**config.mk**
```make
export PLATFORM = sky130hd
export DESIGN_NAME = mc_control
export DESIGN_NICKNAME = d
export VERILOG_FILES = /design/src/rtl/mc_control.sv
export SDC_FILE = /design/constraint.sdc
export NUM_CORES = 1
export LEC_CHECK = 0
export ABC_AREA = 1
export CORE_MARGIN = 5
export CORE_UTILIZATION = 41
export CTS_CLUSTER_SIZE = 40
export DETAILED_ROUTE_END_ITERATION = 6
export PLACE_DENSITY = 0.87
export SKIP_CTS_REPAIR_TIMING = 1
export SYNTH_ARGS = -nofsm -noshare
export SYNTH_HDL_FRONTEND = slang
export SYNTH_SLANG_ARGS = --single-unit
```
**constraint.sdc**
```tcl
create_clock -name clk -period 1.6 [get_ports clk]
set_clock_uncertainty 0.2 [all_clocks]
set_input_delay 0.32 -clock clk [delete_from_list [all_inputs] [get_ports clk]]
set_output_delay 0.32 -clock clk [all_outputs]
set_load 0.01 [all_outputs]
```
**src/rtl/mc_control.sv**
```systemverilog
// mc_control: multicycle MIPS Moore control FSM with ALU decode and retired-instruction counter
// Ports: clk/rst_n; opc, funct, zero from datapath; iord, irwrite, memwrite, memtoreg, regdst,
// regwrite, alusrca, alusrcb, pcsrc, pcen, alucontrol to datapath; illegal pulse; retired count.
module mc_control #(
  parameter int CNT_W = 16
) (
  input  logic             clk,
  input  logic             rst_n,
  input  logic [5:0]       opc,
  input  logic [5:0]       funct,
  input  logic             zero,
  output logic             iord,
  output logic             irwrite,
  output logic             memwrite,
  output logic             memtoreg,
  output logic             regdst,
  output logic             regwrite,
  output logic             alusrca,
  output logic [1:0]       alusrcb,
  output logic [1:0]       pcsrc,
  output logic             pcen,
  output logic [2:0]       alucontrol,
  output logic             illegal,
  output logic [CNT_W-1:0] retired
);
  typedef enum logic [3:0] {
    FETCH, DECODE, MEMADR, MEMRD, MEMWB, MEMWR, EXEC, ALUWB, BRANCH, ADDIEX, ADDIWB, JUMP
  } state_t;
  localparam logic [5:0] OP_R = 6'b000000, OP_LW = 6'b100011, OP_SW = 6'b101011;
  localparam logic [5:0] OP_BEQ = 6'b000100, OP_ADDI = 6'b001000, OP_J = 6'b000010;
  localparam logic [1:0] AOP_NONE = 2'd0, AOP_ADD = 2'd1, AOP_SUB = 2'd2, AOP_FN = 2'd3;
  state_t           r_state, w_next;
  logic [CNT_W-1:0] r_retired;
  logic [1:0]       w_aluop;
  logic             w_pcwrite, w_branch, w_bad_opc, w_bad_fn, w_done;
  logic [2:0]       w_fdec;
  assign w_bad_opc = !(opc inside {OP_R, OP_LW, OP_SW, OP_BEQ, OP_ADDI, OP_J});
  assign w_bad_fn  = !(funct inside {6'b100000, 6'b100010, 6'b100100, 6'b100101, 6'b101010});
  assign w_fdec = funct == 6'b100010 ? 3'b110 :
                  funct == 6'b100100 ? 3'b000 :
                  funct == 6'b100101 ? 3'b001 :
                  funct == 6'b101010 ? 3'b111 : 3'b010;
  assign alucontrol = w_aluop == AOP_ADD ? 3'b010 :
                      w_aluop == AOP_SUB ? 3'b110 :
                      w_aluop == AOP_FN  ? w_fdec : 3'b000;
  assign pcen    = w_pcwrite | (w_branch & zero);
  assign illegal = (r_state == DECODE && w_bad_opc) || (r_state == EXEC && w_bad_fn);
  // Every instruction-completing state returns to FETCH unconditionally
  assign w_done  = r_state inside {MEMWB, MEMWR, ALUWB, BRANCH, ADDIWB, JUMP};
  assign retired = r_retired;
  always_ff @(posedge clk or negedge rst_n) begin
    if (!rst_n) begin
      r_state   <= FETCH;
      r_retired <= '0;
    end else begin
      r_state <= w_next;
      if (w_done) r_retired <= r_retired + 1'b1;
    end
  end
  always_comb begin
    w_next    = FETCH;
    iord      = 1'b0;
    irwrite   = 1'b0;
    memwrite  = 1'b0;
    memtoreg  = 1'b0;
    regdst    = 1'b0;
    regwrite  = 1'b0;
    alusrca   = 1'b0;
    alusrcb   = 2'b00;
    pcsrc     = 2'b00;
    w_aluop   = AOP_NONE;
    w_pcwrite = 1'b0;
    w_branch  = 1'b0;
    case (r_state)
      FETCH: begin
        irwrite   = 1'b1;
        alusrcb   = 2'b01;
        w_aluop   = AOP_ADD;
        w_pcwrite = 1'b1;
        w_next    = DECODE;
      end
      DECODE: begin
        alusrcb = 2'b11;
        w_aluop = AOP_ADD;
        w_next  = (opc == OP_LW || opc == OP_SW) ? MEMADR :
                  opc == OP_R    ? EXEC   :
                  opc == OP_BEQ  ? BRANCH :
                  opc == OP_ADDI ? ADDIEX :
                  opc == OP_J    ? JUMP   : FETCH;
      end
      MEMADR: begin
        alusrca = 1'b1;
        alusrcb = 2'b10;
        w_aluop = AOP_ADD;
        w_next  = opc == OP_LW ? MEMRD : MEMWR;
      end
      MEMRD: begin
        iord   = 1'b1;
        w_next = MEMWB;
      end
      MEMWB: begin
        memtoreg = 1'b1;
        regwrite = 1'b1;
      end
      MEMWR: begin
        iord     = 1'b1;
        memwrite = 1'b1;
      end
      EXEC: begin
        alusrca = 1'b1;
        w_aluop = AOP_FN;
        w_next  = ALUWB;
      end
      ALUWB: begin
        regdst   = 1'b1;
        regwrite = 1'b1;
      end
      BRANCH: begin
        alusrca  = 1'b1;
        w_aluop  = AOP_SUB;
        pcsrc    = 2'b01;
        w_branch = 1'b1;
      end
      ADDIEX: begin
        alusrca = 1'b1;
        alusrcb = 2'b10;
        w_aluop = AOP_ADD;
        w_next  = ADDIWB;
      end
      ADDIWB: regwrite = 1'b1;
      JUMP: begin
        pcsrc     = 2'b10;
        w_pcwrite = 1'b1;
      end
      default: w_next = FETCH;
    endcase
  end
endmodule

```
==> results of run 1 <==
==> area by class of cell <==
type,instances,share of cell area (%)
multi-input cells,169,39.67
repair buffers,104,34.62
flip-flops and latches,20,18.20
inverters,30,4.651
well taps,46,2.057
clock buffers,3,0.8050
==> power breakdown <==
group	total, mW	leakage (nW)	internal (mW)	switching (mW)
sequential	0.679	0.261	0.575	0.103
clock	0.241	0.0138	0.0882	0.153
combinational	1.76	1.42	0.835	0.924
==> Yosys cell counts <==
| library cell | number | share of area [%] |
|---|---|---|
| nor3_1 | 2 | 0.71 |
| a21oi_1 | 6 | 2.1 |
| nand2_1 | 68 | 18 |
| xor2_1 | 4 | 2.5 |
| nor2_2 | 2 | 0.89 |
| o22ai_1 | 2 | 0.89 |
| o21ai_0 | 5 | 1.8 |
| inv_2 | 4 | 1.1 |
| nand3_2 | 1 | 0.71 |
| o211ai_1 | 1 | 0.53 |
| buf_4 | 1 | 0.53 |
| nor2_4 | 2 | 1.6 |
| o21ai_1 | 4 | 1.4 |
| a31o_2 | 1 | 0.62 |
| nand2_2 | 4 | 1.8 |
| nand3_1 | 13 | 4.6 |
| xnor2_1 | 5 | 3.1 |
| dfrtp_1 | 20 | 35 |
| nand2_4 | 1 | 0.80 |
| inv_1 | 26 | 6.9 |
| ha_1 | 1 | 0.89 |
| nor2_1 | 42 | 11 |
| nand4_1 | 4 | 1.8 |
==> routing by layer <==
metal / part of all wire, % / track usage [%]
met1: 35 / 21.44
met2: 50 / 35.28
met3: 8.4 / 2.917
met4: 6.8 / 4.218
met5: 0 / 0
==> worst min path at each step <==
| stage | startpoint | to | cells past startpoint | slack (ps) |
|---|---|---|---|---|
| 2_1_floorplan | rst_n | r_state[0] | 0 | -180 |
| 3_3_place_gp | retired[8] | retired[8] | 1 | 310 |
| 3_5_place_dp | retired[7] | retired[7] | 1 | 320 |
| 4_1_cts | rst_n | retired[1] | 2 | 160 |
| 5_1_grt | rst_n | retired[13] | 2 | 180 |
| 6_report | rst_n | retired[0] | 2 | 150 |
==> logic make-up (layout without fill, tap and decap cells) <==
family,Yosys count,in the layout,synth area share (%)
AOI/OAI and AO/OA,19,19,7.365
xor gates and xnor gates,9,9,5.590
adders and majority gates,1,1,0.8872
buffers and inverters,31,137,8.518
DFF,20,20,35.49
and+or+nand+nor,139,140,42.15
==> cell usage in the layout (no fill, tap or decap), types with 3 or more instances in the layout <==
| cell type | synthesis | layout |
|---|---|---|
| buf_6 | 0 | 20 |
| dfrtp_1 | 20 | 13 |
| clkdlybuf4s50_1 | 0 | 12 |
| nand2_1 | 68 | 53 |
| nor2_2 | 2 | 7 |
| o21ai_2 | 0 | 5 |
| inv_1 | 26 | 18 |
| nor2_4 | 2 | 13 |
| buf_4 | 1 | 39 |
| o21ai_1 | 4 | 4 |
| nand2_8 | 0 | 3 |
| inv_4 | 0 | 5 |
| xor2_1 | 4 | 4 |
| nand4_1 | 4 | 4 |
| clkbuf_4 | 0 | 3 |
| dlymetal6s2s_1 | 0 | 18 |
| nand2_4 | 1 | 11 |
| buf_2 | 0 | 13 |
| inv_2 | 4 | 6 |
| nand2_2 | 4 | 7 |
| xnor2_1 | 5 | 3 |
| nand3_1 | 13 | 13 |
| a21oi_2 | 0 | 3 |
| nor2_1 | 42 | 26 |
| dfrtp_2 | 0 | 7 |
==> sequential cells by signal, indices dropped and copies added, names as in the netlist <==
register	flops
retired	16
r_state	4
==> metrics by stage <==
step	hold slack, ps	TNS (ps)
4_1_cts	158.0	-15810
3_3_place_gp	314.1	-8078
3_5_place_dp	316.1	-8787
2_1_floorplan	-175.6	-25.32
6_report	155.0	-8852
5_1_grt	175.1	-10510
==> metrics.md, run 1 <==
| Metric | Value |
|---|---|
| Number of global-route vias before repair | 1609 |
| Slew Viols, Final | 0 |
| Pwr per Cell Area | between 900 and 1000 mW/mm^2 |
| Routed len/inst | 18.90 um |
| Aggregate routed wire length | 7.029 mm |
| DR vias/cell | 5.675 |
| Actual slew at the worst max-slew pin | 370.6 ps |
| Fmax achieved | 0.4648 GHz |
| CP required | 1080 ps |
| Fill count | 181 |
| Slowest stage delay, CP | approximately 440 ps |
| CTS Buf Count | 3 |
| Number of diodes | 0 |
| Area of the multi-input gates | 0.001110 mm^2 |
| Crit path DAT | 1630 ps |
| CP Depth | 8 |
| Final count of hold timing violations | 0 |
| Core area | around 0.0033 mm^2 |
| Setup-failing EPs final | 33 |
| CP cell instances | buf_6 > inv_4 > nor2_4 > inv_2 > nor2_4 > a21oi_2 > o21ai_1 > buf_2 |
| Crit path from | r_state[3] |
| Synth cell types | 23 |
| Pre-Repair DR Iteration Count | 7 |
| Startpoint types | flop |
| Routed Antenna Nets | 0 |
| Final Critical Period | 2152 ps |
| Layout Cells excl Fill | 372 |
| Mapped Area | 0.001410 mm^2 |
| Dpl cells | 347 |
| Detailed router's first-iteration violation count | roughly 230 |
| Critical path class | flop to primary output |
| Delay-heaviest family, CP | flip-flops |
| Die Wd | 68.65 um |
| VDD IR max | 592.4 uV |
| Clk slew on worst S/H paths | approximately 110 ps |
| DP HPWL | 3.391 mm |
| Residual DRC | 0 |
| Mapped Cells | 219 |
| GPL Wtd Cong | 0.8201 |
| Slowest stage cell, crit path | dfrtp_2 |
| CTS sink cnt | 20 |
| Syn avg cell area | 6.439 um^2 |
| Pleak | 1.692 nW |
| Cell repeated most along the worst path | nor2_4 |
| Synth-to-Final Area Change | 98.40% |
| Syn_nets | 235 |
| Global-route wire length before repair | 6.720 mm |
| Worst slew margin | 75.20% |
| Setup ws final | -551.6 ps |
| Fin nets | 344 |
| CP Capture Type | primary output |
| Root Buffer | clkbuf_4 |
| Worst reg2reg path startpoint | r_state[3] |
| Pre-CTS WS | -846.3 ps |
| FF-to-FF setup slack | -210 ps |
| Cell area after layout | 0.002798 mm^2 |
| IO Port Bufs | 46 |
| RSZ-0062 raised after global routing | true |
| Seq/Total Area, Yosys | 35.49% |
| Critical Path Sink | pcen |
| Initial Utilization | a little over two fifths |
| H-tree Lvls | 1 |
| Status | finished, violations left |
| R2r endpoint | retired[0] |
| Clock buffer depth | 2 |
| Post-DP Area | 0.002203 mm^2 |
| Final worst-path cycle share | 134.5% |
| Synthesized flop and latch total | 20 |
| Antenna violations before repair | 0 |
| Synth warnings | 0 |
| Layout cells sized above 1 | 46.63% |
| Die Y | 68.65 um |
| Failing checks | setup timing |
| GRT Util Overall | 18.56% |
| Worst skew pair latency | ~310 ps |
| Grt total ovfl | 0 |
| Tot Pwr | 2.679 mW |
| R2r worst-path depth | 9 |
| Largest net degree at the start of global routing | 21 |
| Cell Rows | 21 |
| Type of the worst min-delay path | input pin to asynchronous set/reset pin |
| Max_cap viols | 0 |
| # IOs | 47 |
| Crit path max fanout | 4 |
| Die area | 0.004712 mm^2 |
| Finished Core Util | 83.84% |
| Vias | 2111 |
| Register Area | 509.2 um^2 |
| WP buf/inv | 4 |
| CTS tree | yes |
Power figures use the tool's default switching activity.
==> inputs of run 2 (changes only) <==
- CORE_ASPECT_RATIO: not set -> 0.6
==> metrics.md, run 2 (synthesis results as in run 1) <==
| Metric | Value |
|---|---|
| Status | finished, violations left |
| Failing checks | setup timing |
| Final Critical Period | 2147 ps (-4.430 ps) |
| Setup-failing EPs final | 36 (+9.1%) |
| Cell Rows | 16 (-24%) |
| CTS tree | yes |
| Slowest stage delay, CP | 440 ps (about the same) |
| Clk slew on worst S/H paths | 80 ps (-30 ps) |
| Number of flip-flops in the largest register | 16 (unchanged) |
| Final count of hold timing violations | 0 (unchanged) |
| Root Buffer | clkbuf_8 |
| CP cell instances | buf_6 > nor2_4 > inv_4 > nor2_1 > a21oi_2 > nand2_1 > dlymetal6s2s_1 |
| Actual slew at the worst max-slew pin | 332.0 ps (-38.66 ps) |
| Core area | 0.003283 mm^2 (-1.6%) |
| H-tree Lvls | 1 (unchanged) |
| Final worst-path cycle share | 134.2% (-0.28 points) |
| Startpoint types | flop |
| Finished Core Util | 80.26% (-3.6 points) |
| Max_cap viols | 0 (unchanged) |
| Pre-Repair DR Iteration Count | 5 (-2) |
| Die Wd | 85.71 um (+25%) |
| Dpl cells | 346 (-0.29%) |
| Die Y | 55.43 um (-19%) |
| VDD IR max | 876.8 uV (+48%) |
| Layout Cells excl Fill | 364 (-2.2%) |
| Slowest stage cell, crit path | dfrtp_2 |
| Most frequent cells in the layout | nand2_1, buf_4, dlymetal6s2s_1, nor2_1, buf_6 |
| Worst slew margin | 77.79% (+2.6 points) |
| Number of global-route vias before repair | 1707 (+6.1%) |
| Detailed router's first-iteration violation count | 208 (-10%) |
| GRT Util Overall | 19.59% (+1.0 points) |
| Layout cells sized above 1 | 41.69% (-4.9 points) |
| Fin nets | 337 (-2.0%) |
| CTS sink cnt | 20 (unchanged) |
| # IOs | 47 (unchanged) |
| Critical path class | flop to primary output |
| Clock buffer depth | 2 (unchanged) |
| Largest net degree at the start of global routing | 21 (unchanged) |
| IO Port Bufs | 46 (unchanged) |
| Worst skew pair latency | 270 ps (-40 ps) |
| RSZ-0062 raised after global routing | true |
| GPL Wtd Cong | 0.8887 (+8.4%) |
| Routed len/inst | 18.73 um (-0.90%) |
| Slew Viols, Final | 0 (unchanged) |
| Pleak | 1.602 nW (-5.3%) |
| Global-route wire length before repair | 7.541 mm (+12%) |
| Leading cell type in the layout, fill and taps excluded | nand2_1 |
| Hold Slack | 208.6 ps (+53.62 ps) |
| Crit path max fanout | 5 (+1) |
| Vias | 2079 (-1.5%) |
| DP HPWL | 3.674 mm (+8.3%) |
| Crit path DAT | 1630 ps (about the same) |
| Pwr per Cell Area | 1000 mW/mm^2 (+4.4%) |
| Die area | 0.004750 mm^2 (+0.81%) |
| Residual DRC | 0 (unchanged) |
| Routed Antenna Nets | 0 (unchanged) |
| Setup tns final | -8479 ps (+373.4 ps) |
| Synth-to-Final Area Change | 86.87% |
| Number of diodes | 0 (unchanged) |
| Type of the worst min-delay path | input pin to asynchronous set/reset pin |
| Antenna violations before repair | 0 (unchanged) |
| DR vias/cell | 5.712 (+0.65%) |
| CP required | 1080 ps (about the same) |
| Grt total ovfl | 0 (unchanged) |
| Tot Pwr | 2.635 mW (-1.6%) |
| Initial Utilization | 42.95% (+0.69 points) |
| CTS Buf Count | 3 (unchanged) |
| Aggregate routed wire length | 6.816 mm (-3.0%) |
| Setup ws final | -547.1 ps (+4.430 ps) |
| CP Capture Type | primary output |
| Fmax achieved | 0.4657 GHz (+0.21%) |
run 2: through the flow:
step	cell area (um^2)	setup slack (ps)
floorplan	1415	-25.32
global placement	2202	-749.0
detailed placement	2202	-837.7
CTS	2243	-854.1
global route	2635	-642.4
finish	2635	-547.1
run 2: area by class of cell:
cell class	instances	area, um^2
clock buffers	3	41.29
fillers	193	648.1
inverters	30	132.6
multi-input cells	168	979.7
flip-flops and latches	20	506.7
well taps	45	56.30
repair buffers	98	918.4
run 2: worst paths after layout:
path	start	end	slack, ps	depth (start not counted)
max	r_state[2]	alusrca	-550	7
max in group asynchronous	rst_n	r_state[1]	750	2
min in group clk	retired[8]	retired[8]	340	1
min reg2reg	retired[8]	retired[8]	340	1
max reg2reg	r_state[2]	retired[7]	-230	11
min	rst_n	retired[7]	210	2
run 2: power by group:
group,internal (mW),total (mW),leakage [nW],switching (mW)
Clock,0.168,0.341,0.0216,0.173
Sequential,0.575,0.674,0.265,0.0987
Combinational,0.798,1.62,1.32,0.822
run 2: critical path: cells and delay by family (launching register included):
kind | cells | cell delay [ps]
AOI/OAI and AO/OA | 1 | 90
buffers and inverters | 3 | 370
DFF | 1 | 440
and+or+nand+nor | 3 | 450
run 2: per-layer routing:
metal | track usage (%) | share of wire [%]
met1 | 26.96 | 41
met2 | 30.31 | 48
met3 | 3.418 | 7.5
met4 | 7.901 | 3.9
met5 | 0 | 0
==> inputs of run 3 (changes only) <==
- CORE_MARGIN: 5 -> not set
==> metrics.md, run 3 (synthesis results as in run 1) <==
| Metric | Value |
|---|---|
| Initial Utilization | 43.21% (+0.26 points) |
| Final count of hold timing violations | 0 (unchanged) |
| Aggregate routed wire length | 6.490 mm (-4.8%) |
| Final Critical Period | 2069 ps (-78.11 ps) |
| CTS tree | yes |
| Antenna violations before repair | 0 (unchanged) |
| Synth-to-Final Area Change | 83.50% |
| FF-to-FF setup slack | -270 ps (-40 ps) |
| Slowest stage delay, CP | 460 ps (+20 ps) |
| Failing checks | setup timing |
| Pwr per Cell Area | 1007 mW/mm^2 (+0.66%) |
| CTS Buf Count | 3 (unchanged) |
| VDD IR max | 692.1 uV (-21%) |
| Detailed router's first-iteration violation count | 202 (-2.9%) |
| Worst skew pair latency | 270 ps (about the same) |
| Startpoint types | flop |
| CP required | 1080 ps (about the same) |
| Global-route wire length before repair | 6.782 mm (-10%) |
| Status | finished, violations left |
| DR vias/cell | 5.586 (-2.2%) |
| Root Buffer | clkbuf_8 |
| Pleak | 1.586 nW (-1.0%) |
| RSZ-0062 raised after global routing | true |
| # IOs | 47 (unchanged) |
| Hold Slack | 222.0 ps (+13.39 ps) |
| Worst slew margin | 73.25% (-4.5 points) |
| Leading cell type in the layout, fill and taps excluded | nand2_1 |
| Fin nets | 332 (-1.5%) |
| Max_cap viols | 0 (unchanged) |
| WP buf/inv | 4 (+1) |
| Slew Viols, Final | 0 (unchanged) |
| Pre-Repair DR Iteration Count | 4 (-1) |
| CTS sink cnt | 20 (unchanged) |
| Routed Antenna Nets | 0 (unchanged) |
| Crit path max fanout | 4 (-1) |
| Fmax achieved | 0.4833 GHz (+3.8%) |
| Routed len/inst | 18.03 um (-3.7%) |
| Delay-heaviest family, CP | flip-flops |
| H-tree Lvls | 1 (unchanged) |
| GPL Wtd Cong | 0.8183 (-7.9%) |
| Largest net degree at the start of global routing | 21 (unchanged) |
| Setup ws final | -469.0 ps (+78.11 ps) |
| Number of flip-flops in the largest register | 16 (unchanged) |
| Clk slew on worst S/H paths | 80 ps (about the same) |
| Setup-failing EPs final | 34 (-5.6%) |
| R2r endpoint | retired[11] |
| Tot Pwr | 2.605 mW (-1.2%) |
| Post-DP Area | 0.002187 mm^2 (-0.68%) |
| GRT Util Overall | 24.26% (+4.7 points) |
| Number of global-route vias before repair | 1496 (-12%) |
| CP Capture Type | primary output |
| Die Y | 47.43 um (-14%) |
| Slowest stage cell, crit path | dfrtp_2 |
| Number of diodes | 0 (unchanged) |
| Actual slew at the worst max-slew pin | 399.8 ps (+67.81 ps) |
| Core area | 0.003263 mm^2 (-0.61%) |
| Pre-CTS WS | -839.2 ps (-1.587 ps) |
| Die area | 0.003685 mm^2 (-22%) |
| Cell Rows | 16 (unchanged) |
| Clock buffer depth | 2 (unchanged) |
| Residual DRC | 0 (unchanged) |
| Worst reg2reg path startpoint | r_state[3] |
| Critical path class | flop to primary output |
| Layout cells sized above 1 | 40.00% (-1.7 points) |
| Cell area after layout | 0.002587 mm^2 (-1.8%) |
| Die Wd | 77.71 um (-9.3%) |
| CP cell instances | buf_6 > inv_4 > nor2_4 > inv_4 > nor2_4 > a21oi_2 > o21ai_1 > buf_2 |
| Most frequent cells in the layout | nand2_1, buf_4, dlymetal6s2s_1, nor2_1, inv_1 |
| IO Port Bufs | 46 (unchanged) |
| Crit path DAT | 1550 ps (-80 ps) |
| DP HPWL | 3.467 mm (-5.6%) |
| Grt total ovfl | 0 (unchanged) |
| Type of the worst min-delay path | input pin to asynchronous set/reset pin |
| R2r worst-path depth | 9 (-2) |
| Final worst-path cycle share | 129.3% (-4.9 points) |
| Vias | 2011 (-3.3%) |
## run 3: cell types whose count changed in the layout (fill, tap and decap cells not counted), sizes merged
cell | previous run | this run
buf | 66 | 60
clkbuf | 4 | 6
clkdlybuf4s50 | 5 | 2
dlymetal6s2s | 26 | 28
nand2 | 73 | 74
## run 3: per-layer routing
metal  global-route usage, %  up-vias  wire length (um)
met5                       0        -                 0
met4                   3.019        0               273
met3                   3.810       33               724
met2                   43.72      144              2858
met1                   32.86      953              2634
li1                        -      881                 -
## run 3: through the flow
stage               util (%)  instances  setup TNS, ps
finish                 79.29        360          -7519
global route           79.29        360          -8609
CTS                    68.71        348         -14090
detailed placement     67.02        344          -8693
global placement       67.02        344          -7743
floorplan                  -        219         -25.32
## run 3: layout make-up
class	count	area, um^2
multi-input combinational	169	996.0
timing repair buffer	92	842.1
fill	199	675.6
sequential	20	505.5
inverter	30	132.6
tap	45	56.30
clock buffer	4	55.05
## run 3: how the worst max path moves through the flow
stage / from / end / slack (ps) / cells after the start
after CTS: r_state[2] / illegal / -930 / 8
after detailed placement: opc[5] / illegal / -840 / 8
after global placement: opc[5] / illegal / -750 / 8
after global routing: r_state[3] / pcen / -510 / 8
after floorplan: r_state[3] / pcen / -30 / 5
final: r_state[3] / pcen / -470 / 8
## run 3: worst register-to-register path, stage by stage, from the launching register on
cell and delay, ps:
dfrtp_2 460, buf_6 140, inv_4 30, nor2_4 130
buf_4 170, nand2_4 100, nand2_8 130, nand3_4 100
o21ai_1 200, nand2_1 100
## run 3: power by group
group	leakage, nW	switching, mW	total [mW]	internal [mW]
Combinational	1.29	0.825	1.54	0.719
Sequential	0.266	0.0855	0.658	0.572
Clock	0.0288	0.183	0.403	0.219
